**src/rtl/afe_sequencer_if.sv**
```systemverilog
// afe_sequencer_if: digital-pin bundle of the analog front-end sequencer.
//   ena        block enable (low aborts the running sequence)
//   start      sequence request
//   busy       sequencer is outside IDLE
//   done       one-cycle pulse, result valid
//   result     last majority decision
//   event_cnt  saturating count of positive decisions
// master: the controller that requests sequences; slave: the sequencer.
interface afe_sequencer_if;
  logic       ena;
  logic       start;
  logic       busy;
  logic       done;
  logic       result;
  logic [7:0] event_cnt;

  modport master (output ena, start, input busy, done, result, event_cnt);
  modport slave  (input ena, start, output busy, done, result, event_cnt);
endinterface

```
**src/rtl/afe_sequencer.sv**
```systemverilog
// afe_sequencer: powers the bias generator, lets the comparator settle,
// clears the sense latch, majority-votes the synchronised comparator over a
// sample window and, on a positive decision, pulses the LED stage and counts
// the event.
// Ports:
//   clk, rst_n      clock, asynchronous active-low reset
//   bus (slave)     ena, start, busy, done, result, event_cnt
//   comp_in         raw asynchronous comparator output
//   bias_en         bias generator enable
//   comp_en         comparator enable
//   latch_clr       sense-latch clear, first sample cycle only
//   led_en          LED driver enable
// Configuration macro AFE_SEQ_AUTORUN_EN: when defined, start is level
// sensitive and a held start chains sequences back-to-back; otherwise a
// rising edge of start launches exactly one sequence.
module afe_sequencer #(
  parameter int SETTLE_CYCLES = 16,
  parameter int SAMPLE_CYCLES = 8,
  parameter int LED_CYCLES    = 32
) (
  input  logic           clk,
  input  logic           rst_n,
  afe_sequencer_if.slave bus,
  input  logic           comp_in,
  output logic           bias_en,
  output logic           comp_en,
  output logic           latch_clr,
  output logic           led_en
);

  localparam int MAX_A = (SETTLE_CYCLES > SAMPLE_CYCLES) ? SETTLE_CYCLES : SAMPLE_CYCLES;
  localparam int MAX_P = (MAX_A > LED_CYCLES) ? MAX_A : LED_CYCLES;
  localparam int CW    = $clog2(MAX_P) + 1;
  localparam int HW    = $clog2(SAMPLE_CYCLES + 1);

  localparam logic [CW-1:0] SETTLE_LD = CW'(SETTLE_CYCLES);
  localparam logic [CW-1:0] SAMPLE_LD = CW'(SAMPLE_CYCLES);
  localparam logic [CW-1:0] LED_LD    = CW'(LED_CYCLES);
  localparam logic [CW-1:0] CNT_ONE   = CW'(1);
  localparam logic [HW:0]   HALF_REF  = (HW+1)'(SAMPLE_CYCLES);

  typedef enum logic [2:0] {
    ST_IDLE   = 3'd0,
    ST_BIAS   = 3'd1,
    ST_COMP   = 3'd2,
    ST_SAMPLE = 3'd3,
    ST_DECIDE = 3'd4,
    ST_LED    = 3'd5
  } state_t;

  state_t        state_r, state_s;
  logic [CW-1:0] cnt_r, cnt_s;
  logic [HW-1:0] hits_r, hits_s;
  logic          sync1_r, comp_sync_r;
  logic          trigger_s, retrigger_s, expired_s, pos_s, decide_s;
  logic          bias_r, comp_r, clr_r, led_r, busy_r, done_r, result_r;
  logic [7:0]    event_cnt_r;

`ifdef AFE_SEQ_AUTORUN_EN
  // Level-sensitive request; a held start also chains the next sequence.
  assign trigger_s   = bus.start;
  assign retrigger_s = bus.start;
`else
  logic start_d_r;

  // Previous start level for rising-edge detection
  always_ff @(posedge clk or negedge rst_n) begin
    if (!rst_n) start_d_r <= 1'b0;
    else        start_d_r <= bus.start;
  end

  assign trigger_s   = bus.start & ~start_d_r;
  assign retrigger_s = 1'b0;
`endif

  assign expired_s = (cnt_r == CNT_ONE);
  // Strict majority: 2*hits > window length, so a tie decides 0.
  assign pos_s     = ({1'b0, hits_r} << 1) > HALF_REF;
  assign decide_s  = (state_r == ST_DECIDE) && bus.ena;

  // Two-flop synchroniser for the asynchronous comparator output
  always_ff @(posedge clk or negedge rst_n) begin
    if (!rst_n) begin
      sync1_r     <= 1'b0;
      comp_sync_r <= 1'b0;
    end else begin
      sync1_r     <= comp_in;
      comp_sync_r <= sync1_r;
    end
  end

  // State, shared down-counter and hit counter registers
  always_ff @(posedge clk or negedge rst_n) begin
    if (!rst_n) begin
      state_r <= ST_IDLE;
      cnt_r   <= {CW{1'b0}};
      hits_r  <= {HW{1'b0}};
    end else begin
      state_r <= state_s;
      cnt_r   <= cnt_s;
      hits_r  <= hits_s;
    end
  end

  // Next-state, counter reload and hit accumulation
  always_comb begin
    state_s = state_r;
    cnt_s   = cnt_r;
    hits_s  = hits_r;
    if (!bus.ena) begin
      state_s = ST_IDLE;
    end else begin
      case (state_r)
        ST_IDLE: begin
          if (trigger_s) begin
            state_s = ST_BIAS;
            cnt_s   = SETTLE_LD;
          end else begin
            state_s = ST_IDLE;
          end
        end
        ST_BIAS: begin
          if (expired_s) begin
            state_s = ST_COMP;
            cnt_s   = SETTLE_LD;
          end else begin
            cnt_s = cnt_r - CNT_ONE;
          end
        end
        ST_COMP: begin
          if (expired_s) begin
            state_s = ST_SAMPLE;
            cnt_s   = SAMPLE_LD;
            hits_s  = {HW{1'b0}};
          end else begin
            cnt_s = cnt_r - CNT_ONE;
          end
        end
        ST_SAMPLE: begin
          hits_s = hits_r + HW'(comp_sync_r);
          if (expired_s) begin
            state_s = ST_DECIDE;
          end else begin
            cnt_s = cnt_r - CNT_ONE;
          end
        end
        ST_DECIDE: begin
          if (pos_s) begin
            state_s = ST_LED;
            cnt_s   = LED_LD;
          end else if (retrigger_s) begin
            state_s = ST_BIAS;
            cnt_s   = SETTLE_LD;
          end else begin
            state_s = ST_IDLE;
          end
        end
        ST_LED: begin
          if (expired_s) begin
            if (retrigger_s) begin
              state_s = ST_BIAS;
              cnt_s   = SETTLE_LD;
            end else begin
              state_s = ST_IDLE;
            end
          end else begin
            cnt_s = cnt_r - CNT_ONE;
          end
        end
        default: begin
          state_s = ST_IDLE;
        end
      endcase
    end
  end

  // Registered outputs decoded from the state being entered
  always_ff @(posedge clk or negedge rst_n) begin
    if (!rst_n) begin
      bias_r      <= 1'b0;
      comp_r      <= 1'b0;
      clr_r       <= 1'b0;
      led_r       <= 1'b0;
      busy_r      <= 1'b0;
      done_r      <= 1'b0;
      result_r    <= 1'b0;
      event_cnt_r <= 8'd0;
    end else begin
      bias_r <= (state_s == ST_BIAS) || (state_s == ST_COMP) || (state_s == ST_SAMPLE);
      comp_r <= (state_s == ST_COMP) || (state_s == ST_SAMPLE);
      clr_r  <= (state_r == ST_COMP) && (state_s == ST_SAMPLE);
      led_r  <= (state_s == ST_LED);
      busy_r <= (state_s != ST_IDLE);
      done_r <= decide_s;
      if (decide_s) begin
        result_r <= pos_s;
        if (pos_s && (event_cnt_r != 8'hFF)) begin
          event_cnt_r <= event_cnt_r + 8'd1;
        end
      end
    end
  end

  assign bias_en       = bias_r;
  assign comp_en       = comp_r;
  assign latch_clr     = clr_r;
  assign led_en        = led_r;
  assign bus.busy      = busy_r;
  assign bus.done      = done_r;
  assign bus.result    = result_r;
  assign bus.event_cnt = event_cnt_r;

endmodule

```
**src/flat_wrapper.sv**
```systemverilog
// flat-port wrapper written by rule: the top's interface ports become plain ports
module afe_sequencer_flat 
#(
  parameter int SETTLE_CYCLES = 16,
  parameter int SAMPLE_CYCLES = 8,
  parameter int LED_CYCLES    = 32
)
  (clk, rst_n, comp_in, bias_en, comp_en, latch_clr, led_en, bus_ena, bus_start, bus_busy, bus_done, bus_result, bus_event_cnt);
  afe_sequencer_if bus_i ();
  input  logic clk;
  input  logic rst_n;
  input  logic comp_in;
  output logic bias_en;
  output logic comp_en;
  output logic latch_clr;
  output logic led_en;
  input wire logic [$bits(bus_i.ena)-1:0] bus_ena;
  input wire logic [$bits(bus_i.start)-1:0] bus_start;
  output wire logic [$bits(bus_i.busy)-1:0] bus_busy;
  output wire logic [$bits(bus_i.done)-1:0] bus_done;
  output wire logic [$bits(bus_i.result)-1:0] bus_result;
  output wire logic [$bits(bus_i.event_cnt)-1:0] bus_event_cnt;
  assign bus_i.ena = bus_ena;
  assign bus_i.start = bus_start;
  assign bus_busy = bus_i.busy;
  assign bus_done = bus_i.done;
  assign bus_result = bus_i.result;
  assign bus_event_cnt = bus_i.event_cnt;
  afe_sequencer #(.SETTLE_CYCLES(SETTLE_CYCLES), .SAMPLE_CYCLES(SAMPLE_CYCLES), .LED_CYCLES(LED_CYCLES)) u_core (.clk(clk), .rst_n(rst_n), .bus(bus_i), .comp_in(comp_in), .bias_en(bias_en), .comp_en(comp_en), .latch_clr(latch_clr), .led_en(led_en));
endmodule
```
**config.mk**
```make
export PLATFORM = sky130hd
export DESIGN_NAME = afe_sequencer_flat
export DESIGN_NICKNAME = d
export VERILOG_FILES = /design/src/rtl/afe_sequencer_if.sv /design/src/rtl/afe_sequencer.sv /design/src/flat_wrapper.sv
export SDC_FILE = /design/constraint.sdc
export NUM_CORES = 1
export LEC_CHECK = 0
export BUFFER_PORTS_ARGS = -buffer_cell sky130_fd_sc_hd__buf_2
export CORE_ASPECT_RATIO = 1.4
export CORE_MARGIN = 1.5
export CORE_UTILIZATION = 25
export CTS_CLUSTER_DIAMETER = 200
export DETAILED_ROUTE_END_ITERATION = 7
export SYNTH_ARGS = -nofsm -noshare
export SYNTH_HDL_FRONTEND = slang
export SYNTH_SLANG_ARGS = --single-unit
export TNS_END_PERCENT = 1
```
**constraint.sdc**
```tcl
create_clock -name clk -period 2.6 [get_ports clk]
set_input_delay 0.26 -clock clk [delete_from_list [all_inputs] [get_ports clk]]
set_output_delay 0.26 -clock clk [all_outputs]
set_load 0.01 [all_outputs]
```
Word-level counts from Yosys, hierarchy flattened
Index checks and enable logic that the tools add are counted.

Flip-flop bits (word level): 31. Bits of input ports: 5. Word-level logic and storage cells: 65.

Add/sub/neg operators: 3. Magnitude comparators: 1. Equal/unequal tests: 15. Muxes and demuxes: 16. Bitwise logic cells: 2. Reduce and logical (&&, ||, !) cells: 14.

Operators with widths (count): 2-to-1 mux 6 bit (5); one-hot mux 6 bit (5 select lines) (1); 2-to-1 mux 3 bit (6); one-hot mux 3 bit (6 select lines) (1); == test 3 x 2 -> 1 bit, second input constant (4); == test 3 bit, second input constant (3); adder 8 x 1 -> 8 bit, second input constant (1); inequality test 8 bit, second input constant (1); one-hot mux 4 bit (2 select lines) (1); == test 3 x 1 -> 1 bit, second input constant (2); == test 6 x 1 -> 1 bit, second input constant (1); inequality test 2 x 1 -> 1 bit, second input constant (3); subtractor 6 x 1 -> 6 bit, second input constant (1); > comparator 5 x 4 -> 1 bit, second input constant (1); AND reduction 5 bit (1); nonzero test 5 bit (1); adder 4 x 1 -> 4 bit (1); 2-to-1 mux 4 bit (1); logical AND 1 bit (3); logical NOT 3 bit (1); logical OR 1 bit (3); AND reduction 3 bit (1); nonzero test 3 bit (1); inequality test 2 bit, second input constant (1); other kinds (6) (6).

Longest topological paths before layout
Word-level depth: 8. Depth in mapped cells: 8. Mapped depth without buffers: 8.

Worst setup path before layout
No wires, ideal clock.

Path kind: reg-to-reg. From: register u_core.cnt_r[1]. To: register u_core.cnt_r[4]. Setup time: 0.125 ns. Arrival: 1.840 ns. Slack: 0.635 ns. Stages on the path, launching flop included: 9. Period minus slack after synthesis: 1.965 ns. Path through: dfrtp_1 > inv_1 > ha_1 > nor3b_4 > and3_1 > buf_6 > mux2i_2 > a21o_1 > mux2_4.

Word-level cells in the longest chain between the ends: 3. Elaborated cells between the ends (all ways): 8.

Ends and longest elaborated chain: start, declared (line afe_sequencer.sv:52) `logic [CW-1:0] cnt_r, cnt_s;`; start signal, assigned (line afe_sequencer.sv:96) `cnt_r <= {CW{1'b0}};`; start signal, assigned (line afe_sequencer.sv:100) `cnt_r <= cnt_s;`; subtractor 6 x 1 -> 6 bit or == test 6 x 1 -> 1 bit (tied branches); 2-to-1 mux 6 bit, or another cell as far along (line afe_sequencer.sv:141, afe_sequencer.sv:159); one-hot mux 6 bit (5 select lines) or AND reduction 5 bit (tied branches).

Parallel ways exist; a longest one is shown, timed or not. The select of a mux whose other input is x is not followed. A chain may end at the register's enable or synchronous reset.

Worst setup path in the final report
Ends and elaborated chain as after synthesis.

==> summary.txt <==
Status
  – Outcome: finished, final reports clean

Placed design
  – Post-place setup slack: ~360 ps
  – Port Buffers: 19
  – Routability congestion estimate: 0.9743
  – Hpwl dp: 2621 µm

Synth
  – Top FF cell, synth: dfrtp_1
  – Synth area leader: dfrtp_1
  – Syn Area/Cell: about 10 µm²
  – Post-synth cell types: slightly below 50
  – Largest cells by area after synthesis: dfrtp_1 48%, ha_1 3.9%, o21ai_0 3.1%
  – Sequential area share after synthesis: between 40% and 50%
  – Syn. warnings: 0
  – Net Count, Synth: ~170
  – Post-synth EDFFs: 0
  – Mapped Cells: ~160
  – Asr flop ratio synth: 100.0%
  – Synth Cell Area: 1615 µm²
  – Post-synth top area share: between 40 and 50%
  – Synth Register Bits: 31

Die
  – # IOs: 20
  – Die W: around 71 µm
  – FP Rows: 34
  – Die Y: between 90 and 100 µm
  – Full die area: a little under 7000 µm²
  – Core Box Area: 6211 µm²
  – Initial Util: between 20% and 30%

Power
  – Max IR drop VDD: 0.3503 mV
  – Total power: between 1 and 1.5 mW
  – Power density over cell area: between 600 and 700 nW/µm²
  – Leakage: just under 0.9 nW

Clock network
  – Post_cts resized: 0
  – Max clock buf depth: 2
  – Clock slew at reported path FFs: 70 ps
  – Root buffer cell: clkbuf_8
  – Post-CTS Hold Buffers: 0
  – Total CTS buffers: 5
  – CTS tree: yes
  – Postcts setup bufs: 0
  – Htree depth: 2
  – Worst-skew pair later-pin latency: about 280 ps
  – Sink Count: 31

Timing
  – Final Setup Violations: 0
  – Slew Viols, Final: 0
  – Post-route minimum period: 2234 ps
  – Worst hold slack: 18.39 ps
  – RSZ-0062 raised after global routing: no
  – Fmax: between 0.4 and 0.5 GHz
  – Post-route setup TNS: 0 ps
  – Setup Skew: 8.437 ps
  – Worst Tran Pin Value: 698.0 ps
  – Final setup margin: 365.8 ps
  – Final number of hold-violating endpoints: 0
  – Tcrit/Tclk final: about 86%
  – Max_slew headroom: a little over half

Finish
  – Fraction of layout cells with a size suffix above 1: between 10% and 20%
  – Layout filler cell count: between 600 and 700
  – Area growth syn-to-layout: 15.10%
  – Commonest non-fill, non-tap cell in the layout: dfrtp_1
  – Commonest non-fill, non-tap cells in the layout: 31 x dfrtp_1, 19 x buf_2, 13 x nand2_1
  – Final Util: about 30%
  – Layout Nets: 190
  – # diodes: 0

Global routing
  – Global-route wire length before repair: slightly above 6000 µm
  – Antenna violations before repair: 0
  – Grt total ovfl: 0
  – GRT Resource Usage Total: between 10% and 20%
  – Largest net degree at the start of global routing: 32
  – Vias in the first global route: around 1300

Drt
  – Vias per cell: ~5.0
  – Pre-antenna DRT Iters: 4
  – Iteration-0 DRC Markers: 38
  – Wirelength per Cell: 14.15 µm
  – DRT Wirelength: between 3000 and 4000 µm
  – Via count: approximately 1300
  – Drt drc: 0
  – ANT nets after route: 0

Setup path
  – R2R Setup Slk: roughly 370 ps
  – Reg-to-Reg End: u_core.cnt_r[4]
  – R2R cell count: 7
  – Critical path arrival: between 2000 and 2500 ps
  – Startpoint class of the critical path: flop
  – CP max FO: 6
  – Crit. End Element: flop
  – Kind of critical path: flop to flop
  – Worst path required time: around 2800 ps
  – Reg-to-reg startpoint: u_core.cnt_r[1]

Flow run
  – # Max-Cap Violations: 0

Min path
  – Min-Delay Path Class: input port to async pin
synthesized netlist by cell type, types with 2 or more instances:
| master | instances |
|---|---|
| nand4_1 | 4 |
| nand3_1 | 6 |
| inv_1 | 10 |
| ha_1 | 5 |
| or3_1 | 3 |
| nor2b_1 | 2 |
| xnor2_1 | 5 |
| clkbuf_1 | 3 |
| o2bb2ai_1 | 2 |
| nor2_1 | 10 |
| nor3_1 | 6 |
| and3_1 | 3 |
| a211oi_1 | 2 |
| xor2_1 | 4 |
| a32o_1 | 2 |
| nand2_1 | 13 |
| o21ai_0 | 10 |
| mux2i_1 | 3 |
| dfrtp_1 | 31 |
| a21oi_1 | 5 |
cell type report:
type / count / area (µm²) / share of cell area [%]
flip-flops and latches: 31 / 775.7 / 41.72
clock buffers: 7 / 76.32 / 4.105
clock inverters: 1 / 5.005 / 0.2692
multi-input cells: 112 / 775.7 / 41.72
inverters: 11 / 41.29 / 2.221
well taps: 72 / 90.09 / 4.845
repair buffers: 19 / 95.09 / 5.114
critical path, stage by stage (launching register included):
cell and delay (ps):
dfrtp_1 380, inv_1 90, ha_1 160, nor3b_4 270, and3_1 390, mux2i_2 320, a21o_1 200, mux2_4 310
state kept, by name (all words and copies together) (netlist names), 3 cells and up:
register / flops
u_core.cnt_r: 6
u_core.state_r: 3
u_core.bus.event_cnt: 8
u_core.hits_r: 4
worst max path at each step:
stage / start / endpoint / slack, ps
2_1_floorplan: u_core.cnt_r[1] / u_core.cnt_r[4] / 630
3_3_place_gp: u_core.cnt_r[1] / u_core.cnt_r[4] / 420
3_5_place_dp: u_core.cnt_r[1] / u_core.cnt_r[4] / 360
4_1_cts: u_core.cnt_r[1] / u_core.cnt_r[4] / 350
5_1_grt: u_core.cnt_r[1] / u_core.cnt_r[4] / 190
6_report: u_core.cnt_r[1] / u_core.cnt_r[4] / 370
stage by stage:
stage	area, µm²	std cells
floorplan	1615	158
global placement	1778	245
detailed placement	1778	245
CTS	1859	253
global route	1859	253
finish	1859	253
layer usage:
metal  GRT usage, %  vias up  wire length (µm)
met5              0        -                 0
met4          4.209        0                82
met3          2.993       11               141
met2          19.41       30              1837
met1          13.20      603              1517
li1               -      614                 -
logic make-up after synthesis:
group                      share of synthesized area (%)
AOI/OAI and AO/OA                                  15.34
xor gates and xnor gates                           4.880
adders and majority gates                          3.873
buffers and inverters                              3.950
DFF                                                48.02
muxes                                              4.337
and+or+nand+nor                                    19.60
where the power goes:
part / leakage (nW) / switching [mW] / internal [mW] / total (mW)
logic: 0.425 / 0.169 / 0.137 / 0.306
clock network: 0.0422 / 0.177 / 0.188 / 0.364
registers: 0.416 / 0.0486 / 0.520 / 0.569
total: 0.884 / 0.395 / 0.844 / 1.24
Power figures use the tool's default switching activity.
